<file path="src/rtl/soc_network_adapter_config_arbiter_if.sv">
// soc_network_adapter_config_arbiter_if: tile-master and config-slave AHB-Lite signals of the arbiter
interface soc_network_adapter_config_arbiter_if #(
  parameter int XLEN = 32,
  parameter int MASTERS = 2
);
  logic [MASTERS-1:0] m_hsel;
  logic [16*MASTERS-1:0] m_haddr;
  logic [XLEN*MASTERS-1:0] m_hwdata;
  logic [MASTERS-1:0] m_hwrite;
  logic [2*MASTERS-1:0] m_htrans;
  logic [MASTERS-1:0] m_hmastlock;
  logic [XLEN-1:0] m_hrdata;
  logic [MASTERS-1:0] m_hready;
  logic [MASTERS-1:0] m_hresp;
  logic s_hsel;
  logic [15:0] s_haddr;
  logic [XLEN-1:0] s_hwdata;
  logic s_hwrite;
  logic [1:0] s_htrans;
  logic [XLEN-1:0] s_hrdata;
  logic s_hready;
  logic s_hresp;
  modport slave (
    input m_hsel, m_haddr, m_hwdata, m_hwrite, m_htrans, m_hmastlock, s_hrdata, s_hready, s_hresp,
    output m_hrdata, m_hready, m_hresp, s_hsel, s_haddr, s_hwdata, s_hwrite, s_htrans
  );
  modport master (
    output m_hsel, m_haddr, m_hwdata, m_hwrite, m_htrans, m_hmastlock, s_hrdata, s_hready, s_hresp,
    input m_hrdata, m_hready, m_hresp, s_hsel, s_haddr, s_hwdata, s_hwrite, s_htrans
  );
endinterface

</file>
<file path="src/rtl/soc_network_adapter_config_arbiter.sv">
// soc_network_adapter_config_arbiter: round-robin AHB-Lite arbiter in front of the adapter config slave
module soc_network_adapter_config_arbiter #(
  parameter int XLEN = 32,
  parameter int MASTERS = 2,
  parameter int TIMEOUT = 64
) (
  input logic clk,
  input logic rst,
  soc_network_adapter_config_arbiter_if.slave bus
);
  localparam int GW = MASTERS > 1 ? $clog2(MASTERS) : 1;
  localparam int CW = $clog2(TIMEOUT) + 1;
  typedef enum logic [2:0] {IDLE, ADDR, DATA, ERR1, ERR2} state_t;
  state_t state, state_n;
  logic [GW-1:0] grant, grant_n, last, last_n, pick, lidx;
  logic [CW-1:0] cnt, cnt_n;
  logic [15:0] addr_q;
  logic write_q;
  logic [1:0] trans_q;
  logic [XLEN-1:0] rdata_q;
  logic [MASTERS-1:0] req, hready, hresp;
  logic done, latch;
  // requests are masked while reset is held so every master sees an idle bus
  always_comb begin
    for (int k = 0; k < MASTERS; k++) req[k] = rst & bus.m_hsel[k] & bus.m_htrans[2*k+1];
  end
  // first requester after the last served one, wrapping; smallest distance wins
  always_comb begin
    pick = last;
    for (int i = MASTERS; i >= 1; i--)
      if (req[(int'(last) + i) % MASTERS]) pick = GW'((int'(last) + i) % MASTERS);
  end
  assign done = state == DATA && bus.s_hready && !bus.s_hresp;
  assign lidx = state == IDLE ? pick : grant;
  // transfer sequencing, lock continuation and data-phase timeout
  always_comb begin
    state_n = state;
    grant_n = grant;
    last_n = last;
    cnt_n = cnt;
    latch = 1'b0;
    case (state)
      IDLE: if (|req) begin
        grant_n = pick;
        latch = 1'b1;
        state_n = ADDR;
      end
      ADDR: begin
        cnt_n = '0;
        state_n = DATA;
      end
      DATA: if (bus.s_hresp) state_n = ERR1;
      else if (bus.s_hready) begin
        last_n = grant;
        latch = bus.m_hmastlock[grant] & req[grant];
        state_n = latch ? ADDR : IDLE;
      end else begin
        cnt_n = &cnt ? cnt : cnt + 1'b1;
        if (cnt == CW'(TIMEOUT - 1)) state_n = ERR1;
      end
      ERR1: state_n = ERR2;
      ERR2: begin
        last_n = grant;
        state_n = IDLE;
      end
      default: state_n = IDLE;
    endcase
  end
  // state, arbitration history and latched address phase
  always_ff @(posedge clk) begin
    if (!rst) begin
      state <= IDLE;
      grant <= '0;
      last <= GW'(MASTERS - 1);
      cnt <= '0;
      addr_q <= '0;
      write_q <= 1'b0;
      trans_q <= '0;
      rdata_q <= '0;
    end else begin
      state <= state_n;
      grant <= grant_n;
      last <= last_n;
      cnt <= cnt_n;
      if (latch) begin
        addr_q <= bus.m_haddr[16*int'(lidx) +: 16];
        write_q <= bus.m_hwrite[lidx];
        trans_q <= bus.m_htrans[2*int'(lidx) +: 2];
      end
      if (done && !write_q) rdata_q <= bus.s_hrdata;
    end
  end
  // waiting requesters stall; the granted master follows the data/error phase
  always_comb begin
    for (int k = 0; k < MASTERS; k++) begin
      hready[k] = !req[k];
      hresp[k] = 1'b0;
      if (GW'(k) == grant && state != IDLE) begin
        hready[k] = state == DATA ? done : state == ERR2;
        hresp[k] = state == ERR1 || state == ERR2;
      end
    end
  end
  assign bus.m_hready = hready;
  assign bus.m_hresp = hresp;
  assign bus.m_hrdata = done && !write_q ? bus.s_hrdata : rdata_q;
  assign bus.s_hsel = state == ADDR;
  assign bus.s_htrans = state == ADDR ? trans_q & 2'b10 : 2'b00;
  assign bus.s_haddr = addr_q;
  assign bus.s_hwrite = write_q;
  assign bus.s_hwdata = state == DATA ? bus.m_hwdata[XLEN*int'(grant) +: XLEN] : '0;
endmodule

</file>
<file path="src/flat_wrapper.sv">
// flat-port wrapper written by rule: the top's interface ports become plain ports
module soc_network_adapter_config_arbiter_flat 
#(
  parameter int XLEN = 32,
  parameter int MASTERS = 2,
  parameter int TIMEOUT = 64
)
  (clk, rst, bus_m_hsel, bus_m_haddr, bus_m_hwdata, bus_m_hwrite, bus_m_htrans, bus_m_hmastlock, bus_s_hrdata, bus_s_hready, bus_s_hresp, bus_m_hrdata, bus_m_hready, bus_m_hresp, bus_s_hsel, bus_s_haddr, bus_s_hwdata, bus_s_hwrite, bus_s_htrans);
  soc_network_adapter_config_arbiter_if #(.XLEN(XLEN), .MASTERS(MASTERS)) bus_i ();
  input logic clk;
  input logic rst;
  input wire logic [$bits(bus_i.m_hsel)-1:0] bus_m_hsel;
  input wire logic [$bits(bus_i.m_haddr)-1:0] bus_m_haddr;
  input wire logic [$bits(bus_i.m_hwdata)-1:0] bus_m_hwdata;
  input wire logic [$bits(bus_i.m_hwrite)-1:0] bus_m_hwrite;
  input wire logic [$bits(bus_i.m_htrans)-1:0] bus_m_htrans;
  input wire logic [$bits(bus_i.m_hmastlock)-1:0] bus_m_hmastlock;
  input wire logic [$bits(bus_i.s_hrdata)-1:0] bus_s_hrdata;
  input wire logic [$bits(bus_i.s_hready)-1:0] bus_s_hready;
  input wire logic [$bits(bus_i.s_hresp)-1:0] bus_s_hresp;
  output wire logic [$bits(bus_i.m_hrdata)-1:0] bus_m_hrdata;
  output wire logic [$bits(bus_i.m_hready)-1:0] bus_m_hready;
  output wire logic [$bits(bus_i.m_hresp)-1:0] bus_m_hresp;
  output wire logic [$bits(bus_i.s_hsel)-1:0] bus_s_hsel;
  output wire logic [$bits(bus_i.s_haddr)-1:0] bus_s_haddr;
  output wire logic [$bits(bus_i.s_hwdata)-1:0] bus_s_hwdata;
  output wire logic [$bits(bus_i.s_hwrite)-1:0] bus_s_hwrite;
  output wire logic [$bits(bus_i.s_htrans)-1:0] bus_s_htrans;
  assign bus_i.m_hsel = bus_m_hsel;
  assign bus_i.m_haddr = bus_m_haddr;
  assign bus_i.m_hwdata = bus_m_hwdata;
  assign bus_i.m_hwrite = bus_m_hwrite;
  assign bus_i.m_htrans = bus_m_htrans;
  assign bus_i.m_hmastlock = bus_m_hmastlock;
  assign bus_i.s_hrdata = bus_s_hrdata;
  assign bus_i.s_hready = bus_s_hready;
  assign bus_i.s_hresp = bus_s_hresp;
  assign bus_m_hrdata = bus_i.m_hrdata;
  assign bus_m_hready = bus_i.m_hready;
  assign bus_m_hresp = bus_i.m_hresp;
  assign bus_s_hsel = bus_i.s_hsel;
  assign bus_s_haddr = bus_i.s_haddr;
  assign bus_s_hwdata = bus_i.s_hwdata;
  assign bus_s_hwrite = bus_i.s_hwrite;
  assign bus_s_htrans = bus_i.s_htrans;
  soc_network_adapter_config_arbiter #(.XLEN(XLEN), .MASTERS(MASTERS), .TIMEOUT(TIMEOUT)) u_core (.clk(clk), .rst(rst), .bus(bus_i));
endmodule
</file>
<file path="config.mk">
export PLATFORM = sky130hd
export DESIGN_NAME = soc_network_adapter_config_arbiter_flat
export DESIGN_NICKNAME = d
export VERILOG_FILES = /design/src/rtl/soc_network_adapter_config_arbiter_if.sv /design/src/rtl/soc_network_adapter_config_arbiter.sv /design/src/flat_wrapper.sv
export SDC_FILE = /design/constraint.sdc
export NUM_CORES = 1
export LEC_CHECK = 0
export CORE_ASPECT_RATIO = 1.75
export CORE_UTILIZATION = 35
export CTS_CLUSTER_SIZE = 24
export DETAILED_ROUTE_END_ITERATION = 10
export PLACE_DENSITY = 0.88
export SLEW_MARGIN = 30
export SYNTH_ARGS = -nofsm -noshare
export SYNTH_HDL_FRONTEND = slang
export SYNTH_SLANG_ARGS = --single-unit
</file>
<file path="constraint.sdc">
create_clock -name clk -period 4.6 [get_ports clk]
set_input_delay 0.92 -clock clk [delete_from_list [all_inputs] [get_ports clk]]
set_output_delay 0.92 -clock clk [all_outputs]
set_load 0.01 [all_outputs]
</file>
======== Yosys cells after proc, flatten, opt, wreduce, memory -nomap -nowiden ========
Index checks and enable logic that the tools add are counted.
word-level totals
  input bits .............................. 142
  flip-flop bits (word level) ............. 63
cells by class
  shift-type cells ........................ 3
  eq/ne operators ......................... 11
  reduce and logical (&&, ||, !) cells .... 20
  bitwise logic cells ..................... 8
  $lt $le $gt $ge ......................... 4
  add/sub/neg operators ................... 3
  multiplexer cells ....................... 40
operators with widths
  cell                                                        count
  2-to-1 mux 32 bit                                           2
  indexed part select 64 x 7 -> 32 bit                        1
  indexed part select 32 x 6 -> 16 bit                        1
  2-to-1 mux 1 bit                                            26
  2-to-1 mux 7 bit                                            3
  case mux 7 bit (2 select lines)                             1
  2-to-1 mux 3 bit                                            4
  case mux 3 bit (4 select lines)                             1
  inequality test 2 bit, second input constant                5
  adder 7 x 1 -> 7 bit, second input constant                 1
  == test 7 x 6 -> 1 bit, second input constant               1
  AND reduction 7 bit                                         1
  == test 3 x 2 -> 1 bit, second input constant               2
  less-than comparator 2 x 3 -> 1 bit, second input constant  2
  bitwise AND 1 bit                                           5
  logical AND 1 bit                                           5
  zero test 1 bit                                             4
  less-than comparator 1 x 2 -> 1 bit, second input constant  2
  inequality test 4 x 3 -> 1 bit, second input constant       1
  case mux 1 bit (2 select lines)                             2
  AND reduction 2 bit                                         2
  AND reduction 4 bit                                         1
  nonzero test 2 bit                                          2
  indexed part select 4 x 3 -> 2 bit                          1
  other kinds (11)                                            13

======== Depth between registers and ports, before layout ========
  depth after elaboration ................. 10
  gate-level depth with buffers ........... 8

======== Least setup slack after synthesis ========
OpenSTA, ideal clock, no wires.
  kind .................................... input to output
  from .................................... in bus_s_hresp
  to ...................................... out bus_m_hrdata[10]
  setup slack ............................. 1.808 ns
  buffers on the path ..................... 1
  cell stages on the path ................. 4
  required time ........................... 3.680 ns
  data arrival time ....................... 1.872 ns
  path through ............................ and4bb_2 nand2_1 buf_2 mux2_2
on the way
  word-level cells in the longest chain between the ends .. 4
ends and longest elaborated chain
  element            line                                       text
  start, declared    flat_wrapper.sv:20                         input wire logic [$bits(bus_i.s_hresp)-1:0] bus_s_hresp;
  zero test 1 bit    soc_network_adapter_config_arbiter.sv:33   assign done = state == DATA && bus.s_hready && !bus.s_hresp;
  logical AND 1 bit  soc_network_adapter_config_arbiter.sv:33
  logical AND 1 bit  soc_network_adapter_config_arbiter.sv:106  assign bus.m_hrdata = done && !write_q ? bus.s_hrdata : rdata_q;
  2-to-1 mux 32 bit  soc_network_adapter_config_arbiter.sv:106
  end, declared      flat_wrapper.sv:21                         output wire logic [$bits(bus_i.m_hrdata)-1:0] bus_m_hrdata;
No other way between the ends.

======== Worst setup path after layout ========
  from .................................... in bus_s_hresp
  to ...................................... out bus_m_hrdata[18]
Same word-level chain as after synthesis.

==> impl_metrics.yaml <==
sta:
  slew_headroom_pct: 42.81
  skew_ns: 0.006793
  rsz0062_at_grt: "no"
  tns_ns: 0
  worst_pin_slew_ns: 0.8341
  period_share_pct: 86.41
  setup_viol: 0
  fmax_ghz: 0.2516
  timing.hold.ws_ns: 0.4685
  final.min_clock_period_ns: 3.975
  hold_violations: 0
  slew_viol_final: 0
cts:
  cts_hold_buffers: 0
  cts_setup_buffers: 0
  cts_resized: 0
  clock_path_buffers: 2
  tritoncts: "done"
  cts.sinks: 62
  clkTransAtPathRegs_ns: 0.05
  root_buffer: "clkbuf_16"
  h-tree-depth: 3
  clkLatencyLatePin_ns: 0.32
  cts_made_buffers: 9
setup_path:
  critPathLaunch: "bus_s_hresp"
  cp_num_cells: 6
  critPathKind: "in2out"
  cpMaxStageDelayCell: "clkdlybuf4s50_1"
  reg2reg_to: "u_core.cnt[1]$_SDFFE_PN0P_"
  cp_top_family: "buffers and inverters"
  worstSetupStartpointType: "primary input"
  arrival_ns: 3.06
  rrSetupSlack_ns: 2.02
  critPathMostFrequentCell: "clkdlybuf4s50_1"
  crit_chain: "clkdlybuf4s50_1 -> and4bb_2 -> nand2_1 -> buf_4 -> mux2_2 -> clkdlybuf4s50_1"
  cp.required_ns: 3.68
  reg2reg_depth: 4
  cp-endpoint: "bus_m_hrdata[18]"
  critPathBufInv: 3
  endpoint_kind: "primary output"
  cp_max_fo: 32
  r2r_start: "u_core.state[1]$_SDFFE_PN0P_"
  slowest_delay_ns: 0.52
global_routing:
  grt_usage_pct: 20.60
  grt_pass1_wl_mm: 16.70
  grt_max_degree: 42
  grt_overflow_total: 0
  grt_pass1_vias: 3468
  antenna_found_initial: 0
detailed_routing:
  drc: 0
  dr.pass1.iters: 4
  wl_met3_um: 590
  wirelength_mm: 10.39
  detail-route-antenna-nets: 0
  post_drt_wl_per_cell_um: 14.93
  num_vias: 3452
  drtIter0Drc: 105
  wl_met2_mm: 5.725
  met1_length_mm: 3.832
  viasPerCell: 4.960
  highest_layer: "met4"
finish:
  mostFrequentLayoutCell: "clkdlybuf4s50_1"
  fill_cells: 818
  nNetsFinal: 714
  layout-area-overhead-vs-synth_pct: 74.46
  antenna_cells: 0
  drive_gt1_share_pct: 10.28
  final_cell_mix: "clkdlybuf4s50_1, dfxtp_1, mux2i_1, nor2_1"
floorplan:
  rows: 47
  die_area_sq_um: 10240
  die_w_um: 76.94
  initial_core_util_pct: 36.10
  die_h_um: 133.1
  ioPinCount: 230
  core_area_sq_um: 9527
min_path:
  hold_path.class: "reg2reg"
synth:
  syn_inst: 363
  yosysTopAreaCell: "dfxtp_1"
  synthArstFlopShare_pct: 0
  yosysTopAreaCellShare_pct: 36.09
  syn-num-nets: 506
  yosysUniqueCellTypes: 45
  yosysSeqAreaShare_pct: 36.09
  synth_edf_count: 0
  ys_warn_count: 0
  ys_seq_elements: 62
  avgSynthCellArea_sq_um: 9.475
  netlist_top_cells_area: "dfxtp_1, mux2i_1, mux2_2"
  syn-cell-area_sq_um: 3440
  synth_ff_type: "dfxtp_1"
placed_design:
  port_buffers: 226
  routabilityCongestion: 0.8610
  dp_hpwl_mm: 8.035
outcome:
  outcome: "finished, final reports clean"
power_and_ir_drop:
  p_leak_uw: 0.002258
  power_uw: 1794
  peakVddDrop_mv: 0.2764
  p_per_area_nw_per_um2: 298.9
flow_run:
  maxCapViolations: 0
## cells in the mapped netlist (2+ instances only)
cell and number:
dfxtp_1 62, a211oi_1 34, nand2_1 8, mux2_2 32
a31oi_1 2, nor2b_1 4, buf_4 8, clkbuf_2 2
mux2i_1 50, nor4b_1 2, buf_6 2, o31ai_1 5
buf_2 9, a22oi_1 2, inv_1 5, and2_1 34
o21ai_0 3, or4_1 6, clkbuf_1 9, a21oi_1 9
o21a_1 3, nand3_1 8, nor2_1 42
## how the worst min path moves through the flow
stage / cells after the start / startpoint / slack, ns / endpoint
detailed placement: 1 / u_core.trans_q[1]$_SDFFE_PN0P_ / 0.46 / u_core.trans_q[1]$_SDFFE_PN0P_
finish: 1 / u_core.trans_q[1]$_SDFFE_PN0P_ / 0.47 / u_core.trans_q[1]$_SDFFE_PN0P_
global placement: 1 / u_core.trans_q[1]$_SDFFE_PN0P_ / 0.45 / u_core.trans_q[1]$_SDFFE_PN0P_
CTS: 1 / u_core.trans_q[1]$_SDFFE_PN0P_ / 0.48 / u_core.trans_q[1]$_SDFFE_PN0P_
floorplan: 1 / u_core.trans_q[1]$_SDFFE_PN0P_ / 0.43 / u_core.trans_q[1]$_SDFFE_PN0P_
global route: 1 / u_core.trans_q[1]$_SDFFE_PN0P_ / 0.49 / u_core.trans_q[1]$_SDFFE_PN0P_
## metal layers
metal	vias up	GRT usage (%)
met5	-	0
met4	0	8.120
met3	21	5.822
met2	136	38.24
met1	1580	21.37
li1	1715	-
## layout make-up
class                           count  area, sq um  area share, %
Clock buffer                       10        250.2          4.170
Clock inverter                      4        70.07          1.168
Inverter                            5        18.77         0.3128
Multi-Input combinational cell    263         1972          32.86
Sequential cell                    62         1245          20.75
Tap cell                          122        152.6          2.544
Timing Repair Buffer              230         2292          38.20
## state kept, by name, indices dropped and copies added (netlist names)
name,flops
u_core.cnt,7
u_core.trans_q,1
u_core.grant,1
u_core.bus.s_haddr,16
u_core.rdata_q,32
u_core.last,1
u_core.state,3
u_core.bus.s_hwrite,1
## metrics by stage
step                instance area [sq um]  std cells  utilization, %  worst slack [ns]
finish                               6001        696           62.99            0.6250
global route                         6001        696           62.99            0.5366
CTS                                  6000        696           62.98            0.6209
detailed placement                   5679        682           59.61            0.6342
global placement                     5677        682           59.59            0.6559
floorplan                            3440        363               -             1.808
## power breakdown
group          switching (uW)  internal (uW)  total, uW
registers                33.8            565        599
clock network             218            498        715
logic                     191            288        479
total                     443           1350       1790
## cell families after synthesis
logic type	Yosys count	share of synthesized area [%]
AOI/OAI and AO/OA	65	13.64
and+or+nand+nor	114	18.15
other	1	0.1090
muxes	82	25.03
adders and majority gates	1	0.3637
buffers and inverters	38	6.620
DFF	62	36.09
Power figures use the tool's default switching activity.
